===== config.mk =====
export PLATFORM = sky130hd
export DESIGN_NAME = multi_debounce
export DESIGN_NICKNAME = d
export VERILOG_FILES = /design/src/rtl/multi_debounce.sv
export SDC_FILE = /design/constraint.sdc
export NUM_CORES = 1
export LEC_CHECK = 0
export CAP_MARGIN = 0
export CORE_MARGIN = 1.5
export CORE_UTILIZATION = 30
export CTS_BUF_LIST = sky130_fd_sc_hd__clkbuf_16
export CTS_CLUSTER_DIAMETER = 30
export CTS_CLUSTER_SIZE = 8
export DETAILED_ROUTE_END_ITERATION = 12
export SETUP_SLACK_MARGIN = 0.02
export SLEW_MARGIN = 40
export SYNTH_ARGS = -nofsm -noshare
export SYNTH_HDL_FRONTEND = slang
export SYNTH_SLANG_ARGS = --single-unit
export TNS_END_PERCENT = 1

===== constraint.sdc =====
create_clock -name clk -period 2.1 [get_ports clk]
set_input_delay 0.525 -clock clk [delete_from_list [all_inputs] [get_ports clk]]
set_output_delay 0.525 -clock clk [all_outputs]
set_load 0.1 [all_outputs]

===== src/rtl/multi_debounce.sv =====
// multi_debounce: CH-channel switch debouncer.
// Each channel is synchronised through two flops, then accepted as a new
// level only after it has differed from the current output for STABLE
// consecutive enabled cycles. Every accepted change produces a one-cycle
// rise or fall pulse, and any_evt is the OR of all pulses in that cycle.
`timescale 1ns/1ps

module multi_debounce #(
    parameter int CH     = 4,
    parameter int STABLE = 4,
    parameter bit INIT   = 1'b0
) (
    input  logic          clk,
    input  logic          rst,
    input  logic          en,
    input  logic [CH-1:0] sw,
    output logic [CH-1:0] out,
    output logic [CH-1:0] rise,
    output logic [CH-1:0] fall,
    output logic          any_evt
);

    // A single-cycle filter still needs a 1-bit counter so the vector is legal.
    localparam int            CW   = (STABLE > 1) ? $clog2(STABLE) : 1;
    localparam logic [CW-1:0] LAST = CW'(STABLE - 1);

    logic [CH-1:0]         s1;
    logic [CH-1:0]         s2;
    logic [CH-1:0][CW-1:0] cnt;
    logic [CH-1:0][CW-1:0] cnt_nxt;
    logic [CH-1:0]         out_nxt;
    logic [CH-1:0]         rise_nxt;
    logic [CH-1:0]         fall_nxt;

    // Per-channel acceptance rule; with en low everything holds and no pulse is produced.
    always_comb begin
        // NOTE: every signal gets a default before any branch, so no path
        // through this block can leave a value unassigned and infer a latch.
        cnt_nxt  = cnt;
        out_nxt  = out;
        rise_nxt = '0;
        fall_nxt = '0;
        if (en) begin
            for (int i = 0; i < CH; i++) begin
                if (s2[i] == out[i]) begin
                    cnt_nxt[i] = '0;
                end else if (cnt[i] == LAST) begin
                    cnt_nxt[i]  = '0;
                    out_nxt[i]  = s2[i];
                    rise_nxt[i] = s2[i];
                    fall_nxt[i] = ~s2[i];
                end else begin
                    cnt_nxt[i] = cnt[i] + CW'(1);
                end
            end
        end
    end

    // State update: synchronisers always run; reset overrides en and any partial count.
    always_ff @(posedge clk) begin
        // NOTE: non-blocking assignments here, so s2 samples the old s1 and
        // every register sees pre-edge values regardless of statement order.
        if (rst) begin
            s1      <= {CH{INIT}};
            s2      <= {CH{INIT}};
            cnt     <= '0;
            out     <= {CH{INIT}};
            rise    <= '0;
            fall    <= '0;
            any_evt <= 1'b0;
        end else begin
            s1      <= sw;
            s2      <= s1;
            cnt     <= cnt_nxt;
            out     <= out_nxt;
            rise    <= rise_nxt;
            fall    <= fall_nxt;
            any_evt <= |(rise_nxt | fall_nxt);
        end
    end

endmodule


## Word level (Yosys, flattened, before mapping)

Index checks and enable logic that the tools add are counted.

- $add $sub $neg: 4
- Mux-type cells: 26
- Bitwise logic cells: 9
- Reduce and logical (&&, ||, !) cells: 5
- Equality and inequality tests: 8

Operator list:

| cell | number |
|---|---|
| 1-bit 2-to-1 mux | 16 |
| 2-bit 2-to-1 mux | 8 |
| 3-bit AND reduction | 4 |
| 2-bit by 1-bit adder with 2-bit output (second input constant) | 4 |
| 2-bit equality test (second input constant) | 4 |
| 4-bit 2-to-1 mux | 2 |
| 1-bit inverter | 8 |
| 1-bit equality test | 4 |
| 4-bit bitwise OR | 1 |
| 4-bit OR reduction | 1 |

- Output and inout bits: 13
- Flip-flop bits (word level): 29
- Input bits: 7
- Word-level logic and storage cells: 65

## Depth between registers and ports, before layout

Gate-level depths: netlist (run 1).

- Word-level depth: 6
- Depth in mapped cells: 4
- Gate-level depth less buffers: 4

## Worst setup path before layout (run 1)

No wires, ideal clock.

- Kind: reg-to-reg
- From: reg out[1]
- To: reg any_evt
- Buffers on the path: 0
- Path slack: 0.393 ns
- Required time: 1.963 ns
- Period minus slack after synthesis: 1.707 ns
- Cell stages (with the launch flop): 4
- Library setup time: 0.137 ns
- Arrival: 1.569 ns
- Cells stage by stage: dfxtp_1 -> xor2_2 -> a221oi_1 -> a31oi_1

- Word-level cells in the longest chain between the ends: 5
- Elaborated cells between the ends (all ways): 7
- Those cells by class: eq/ne (1); mux (4); bitwise (1); reduce/logical (1)

Ends and longest elaborated chain:

| element | line | source |
|---|---|---|
| from (decl) | 17 | `output logic [CH-1:0] out,` |
| from (signal assigned) | 67 | `out <= {CH{INIT}};` |
| from (signal assigned) | 75 | `out <= out_nxt;` |
| 1-bit equality test * | 45 | `if (s2[i] == out[i]) begin` |
| 1-bit 2-to-1 mux | 45 |  |
| 4-bit 2-to-1 mux | 43 | `if (en) begin` |
| 4-bit bitwise OR * | 78 | `any_evt <= \|(rise_nxt \| fall_nxt);` |
| 4-bit OR reduction * | 78 |  |
| to (signal assigned) | 78 |  |
| to (decl) | 20 | `output logic any_evt` |

Every way passes the cells marked *; elsewhere a longest branch is shown, timed or not.
A chain may end at the register's enable or synchronous reset.

## Worst setup path in the final report (run 1)

- From: in en
- To: reg any_evt

- Word-level cells in the longest chain between the ends: 3
- Elaborated cells between the ends (all ways): 4
- Those cells by class: mux (2); bitwise (1); reduce/logical (1)

Ends and longest elaborated chain:

| element | line | source |
|---|---|---|
| from (decl) | 15 | `input logic en,` |
| 4-bit 2-to-1 mux | 43 |  |
| 4-bit bitwise OR * | 78 |  |
| 4-bit OR reduction * | 78 |  |

Marked as above.

==> summary.txt, run 1 <==
Outcome
  • Outcome: finished clean

STA
  • Final Slew Violations: 0
  • TNS Setup: 0 ns
  • Final hold viol count: 0
  • RSZ-0062 raised after global routing: no
  • Relative slew slack: 0.790
  • Setup ws final: 0.515 ns
  • Clock skew: 0.00278 ns
  • Final worst-path cycle share: 0.755
  • Tightest Pin Transition: 0.315 ns
  • WHS: 0.435 ns
  • Fin crit period: 1.58 ns
  • # setup viols final: 0
  • Achievable Freq: 631 MHz

Die
  • Die height: 63.7 um
  • Overall die area: 4060 um2
  • Initial core utilization: 0.321
  • Die X: 63.7 um
  • I/O Pins: 20
  • FP Rows: 21
  • Core box area: 3440 um2

Final layout
  • Area growth, synth to finish: 34.3%
  • Most frequent cells in the layout: dfxtp_1, buf_4, nor2b_1, a21oi_1
  • Commonest non-fill, non-tap cell in the layout: dfxtp_1
  • Final #Nets: 142
  • Share of layout cells above drive strength 1: 0.206
  • Final-layout fill cell count: 344
  • Ant. Diodes: 0
  • Cell area after layout: 1490 um2

Global route
  • First-pass GRT wire length: 3.37 mm
  • Gr usage total: 0.113
  • Via count of the first global-routing pass: 767
  • Pin count of the biggest net entering global routing: 30
  • Initial antenna violation count: 0
  • Gr ovfl total: 0

Placement
  • PortBufs: 19
  • Post-DP Area: 1350 um2
  • Setup Slack @ Placement: 0.234 ns
  • Gpl congestion: 0.764
  • Final HPWL DP: 1.40 mm

Synthesis
  • Ys Warns: 0
  • #FFs+latches synth: 29
  • Largest area contributor in the netlist: dfxtp_1
  • Post-synth top area share: 0.525
  • Mean area per synthesized cell: 10.3 um2
  • Seq/Total Area, Yosys: 0.525
  • Unique masters post-synth: 24
  • Cells after Synth: 107
  • Synth Cell Area: 1110 um2
  • Synth Net Count: 119
  • Most area-consuming cells after synthesis: dfxtp_1, ha_1, nor2b_1

Setup path
  • Kind of critical path: input pin to flop
  • R2r startpoint: cnt[2]
  • Critical path's top delay family: buffers and inverters
  • Worst setup EP type: flop
  • Largest fanout on the critical path: 8
  • Critical Path RT: 2.24 ns
  • Capturing point of the worst reg2reg path: any_evt
  • Buffers and inverters on the worst path: 1
  • R2R Setup Slk: 0.82 ns
  • CP max stage cell: clkdlybuf4s50_1
  • WP data arrival: 1.73 ns
  • Cell Chain, Critical Path: clkdlybuf4s50_1, and2_1, a221oi_1, a31oi_1
  • CP peak stage delay: 0.54 ns
  • Crit start category: input pin
  • Worst reg-to-reg path cell count: 4

Drt
  • Wirelength per Cell: 11.2 um
  • Vias: 794
  • Drt via density: 4.49
  • Routed WL: 1.99 mm
  • Initial drt markers: 27
  • Detail Route Antenna Nets: 0
  • DRC viols: 0
  • Drt pass-1 iters: 4

Min path
  • HP Start: s1[2]
  • Hold depth: 1
  • Worst hold path type: flop to flop
  • Hold Crit Endpoint: s2[2]

Clock tree
  • Post-CTS Hold Buffers: 0
  • Worst-case clock buffer depth: 2
  • Clock slew at reported path FFs: 0.05 ns
  • Clk_lat worst skew: 0.27 ns
  • Post-CTS Setup Bufs: 0
  • Post-CTS Resized: 0
  • TritonCTS buffer count: 5
  • CTS root buf: clkbuf_16
  • TritonCTS clock tree: yes
  • Clk sinks: 29
  • H-tree levels: 2

Power and ir drop
  • Pwr dens: 847 nW/um2
  • VDD IR-drop max: 0.446 mV
  • Leak: 0.000598 uW

Run
  • Maxcap violations: 0
-- sequential cells by signal (all words and copies together) (netlist names) --
signal / flops
rise: 4
s1: 4
fall: 4
out: 4
any_evt: 1
s2: 4
cnt: 8
-- stage by stage --
stage                     total power [uW]  instances   util
after floorplan                        605        107      -
after detailed placement               624        169  0.391
after global routing                  1300        177  0.431
after CTS                             1270        177  0.431
after global placement                 621        169  0.391
final                                 1260        177  0.431
-- metal layers --
layer / track usage / vias to the layer above / part of all wire
li1: - / 405 / -
met1: 0.123 / 365 / 0.44
met2: 0.180 / 18 / 0.47
met3: 0.0607 / 6 / 0.062
met4: 0.0489 / 0 / 0.021
met5: 0 / - / 0
-- report_power, final --
part           internal (uW)  switching, uW
combinational           23.6           21.8
sequential               561           6.34
clock                    425            219
total                   1010            248
-- how the worst max path moves through the flow --
stage           start      end  depth (start not counted)
2_1_floorplan  out[1]  any_evt                          3
3_3_place_gp       en  any_evt                          4
3_5_place_dp       en  any_evt                          4
4_1_cts            en  any_evt                          4
5_1_grt            en   cnt[4]                          5
6_report           en  any_evt                          4
-- final cells by class --
class                           instances  area [um2]  share of cell area
Clock inverter                          3        12.5             0.00842
Tap cell                               46        57.6              0.0388
Multi-Input combinational cell         73         499               0.336
Timing Repair Buffer                   21         210               0.142
Sequential cell                        29         581               0.391
Clock buffer                            5         125              0.0842
-- logic make-up (layout without fill, tap and decap cells) --
| family | after synthesis | after routing | share of synthesized area |
|---|---|---|---|
| and+or+nand+nor | 50 | 50 | 0.268 |
| DFF | 29 | 29 | 0.525 |
| AOI/OAI and AO/OA | 11 | 11 | 0.0543 |
| adders and majority gates | 5 | 5 | 0.0566 |
| buffers and inverters | 5 | 29 | 0.0238 |
| xor gates and xnor gates | 4 | 4 | 0.0453 |
| muxes | 3 | 3 | 0.0272 |
-- Yosys cell counts --
cell	number
nand2_1	5
xor2_1	2
xor2_2	2
nor2b_1	10
nor3_1	3
dfxtp_1	29
nand2b_1	7
nand3_1	8
mux2i_1	3
a31oi_1	1
a21oi_1	9
nor2_1	8
and4b_1	1
nand3_2	1
a221oi_1	1
nor3b_1	1
ha_1	5
nor3b_2	3
and2_1	2
clkbuf_2	1
buf_4	1
nand4b_1	1
clkbuf_1	1
buf_2	2
(Power assumes the default switching activity.)
==> run 2: changes to the inputs <==
==> constraint.sdc (replaced) <==
create_clock -name clk -period 1.3 [get_ports clk]
set_input_delay 0.325 -clock clk [delete_from_list [all_inputs] [get_ports clk]]
set_output_delay 0.325 -clock clk [all_outputs]
set_load 0.1 [all_outputs]
==> summary.txt, run 2 (synthesis gave the netlist of run 1 again) <==
Outcome
  • Outcome: finished clean

STA
  • Fin crit period: 1.20 ns
  • RSZ-0062 raised after global routing: no
  • Final hold viol count: 0
  • Final Slew Violations: 0
  • Final worst-path cycle share: 0.922
  • Tightest Pin Transition: 0.287 ns
  • Achievable Freq: 835 MHz
  • WHS: 0.433 ns
  • Clock skew: 0.00407 ns
  • # setup viols final: 0
  • Relative slew slack: 0.808

Final layout
  • Final-layout fill cell count: 313
  • Most frequent cells in the layout: dfxtp_1, buf_12, nor2b_1, a21oi_1
  • Commonest non-fill, non-tap cell in the layout: dfxtp_1
  • Cell area after layout: 1680 um2
  • Top reg by flops: cnt
  • Share of layout cells above drive strength 1: 0.261
  • Final #Nets: 145
  • Post-layout util: 0.488
  • Ant. Diodes: 0
  • Largest register FFs: 8
  • Area growth, synth to finish: 51.9%

Power and ir drop
  • Leak: 0.000665 uW
  • Total power: 2230 uW
  • VDD IR-drop max: 0.812 mV
  • Pwr dens: 1330 nW/um2

Clock tree
  • Clock slew at reported path FFs: 0.05 ns
  • Post-CTS Setup Bufs: 0
  • H-tree levels: 2
  • Clk_lat worst skew: 0.26 ns
  • TritonCTS clock tree: yes
  • CTS root buf: clkbuf_16
  • Post-CTS Hold Buffers: 0
  • Worst-case clock buffer depth: 2
  • Clk sinks: 29
  • TritonCTS buffer count: 5

Die
  • Die X: 63.7 um
  • FP Rows: 21
  • I/O Pins: 20
  • Core box area: 3440 um2
  • Die height: 63.7 um
  • Overall die area: 4060 um2
  • Initial core utilization: 0.321

Global route
  • First-pass GRT wire length: 3.35 mm
  • Initial antenna violation count: 0
  • Gr ovfl total: 0
  • Pin count of the biggest net entering global routing: 30
  • Gr usage total: 0.109
  • Via count of the first global-routing pass: 755

Min path
  • Worst hold path type: flop to flop

Placement
  • Final HPWL DP: 1.35 mm
  • Post-DP Area: 1510 um2
  • Gpl congestion: 0.746
  • PortBufs: 19

Drt
  • Detail Route Antenna Nets: 0
  • DRC viols: 0
  • Vias: 794
  • Wirelength per Cell: 10.5 um
  • Drt pass-1 iters: 4
  • Drt via density: 4.41
  • Routed WL: 1.90 mm
  • Initial drt markers: 59

Setup path
  • CP max stage cell: dfxtp_1
  • Crit start category: flop
  • Critical Path RT: 1.44 ns
  • Cell Chain, Critical Path: ha_1, and2_1, a221oi_2, a31oi_1
  • WP data arrival: 1.34 ns
  • CP peak stage delay: 0.32 ns
  • Kind of critical path: flop to flop
  • Largest fanout on the critical path: 3
  • Worst setup EP type: flop

Run
  • Maxcap violations: 0
run 2: cell count changes in the layout (fill, tap and decap cells not counted), sizes merged:
cell           change
dlygate4sd2        +1
clkdlybuf4s50      -1
clkinv             -2
inv                +1
buf                +3
bufinv             +1
run 2: final timing paths:
check	startpoint	endpoint	slack (ns)	cells after the start
hold reg to reg	s1[2]	s2[2]	0.43	1
hold / removal	s1[2]	s2[2]	0.43	1
setup / recovery	cnt[0]	any_evt	0.10	4
setup reg to reg	cnt[0]	any_evt	0.10	4
run 2: area by class of cell:
type	count	area [um2]	area share
multi-input cells	73	505	0.301
clock buffers	5	125	0.0745
flip-flops and latches	29	586	0.348
clock inverters	3	37.5	0.0223
repair buffers	24	369	0.220
well taps	46	57.6	0.0343
run 2: layer usage:
| metal | track usage | share of wire |
|---|---|---|
| met5 | 0 | 0 |
| met1 | 0.118 | 0.42 |
| met2 | 0.182 | 0.51 |
| met3 | 0.0411 | 0.046 |
| met4 | 0.0652 | 0.021 |
run 2: power by group:
part,switching [uW],internal [uW],total [uW]
logic,36.5,45.0,81.5
registers,9.51,906,916
clock network,346,885,1230
run 2: per-stage QoR:
stage                     instances  TNS, ns  setup slack (ns)
after floorplan                 107  -0.0611           -0.0611
after global placement          172    -2.25            -0.223
after detailed placement        172    -3.03            -0.279
after CTS                       180        0            0.0560
after global routing            180        0            0.0433
final                           180        0             0.102
run 2: timing repair:
action	in CTS	in global routing
gates resized for setup	1	1
endpoints found under the setup margin	1	1
pin swaps	0	0
run 2: critical path, delay by kind of cell (launching register included):
| family | cells | cell delay, ns |
|---|---|---|
| AO/OA/AOI/OAI | 2 | 0.35 |
| adder cells (fa/ha/maj) | 1 | 0.21 |
| flip-flops | 1 | 0.32 |
| AND/OR/NAND/NOR | 1 | 0.20 |
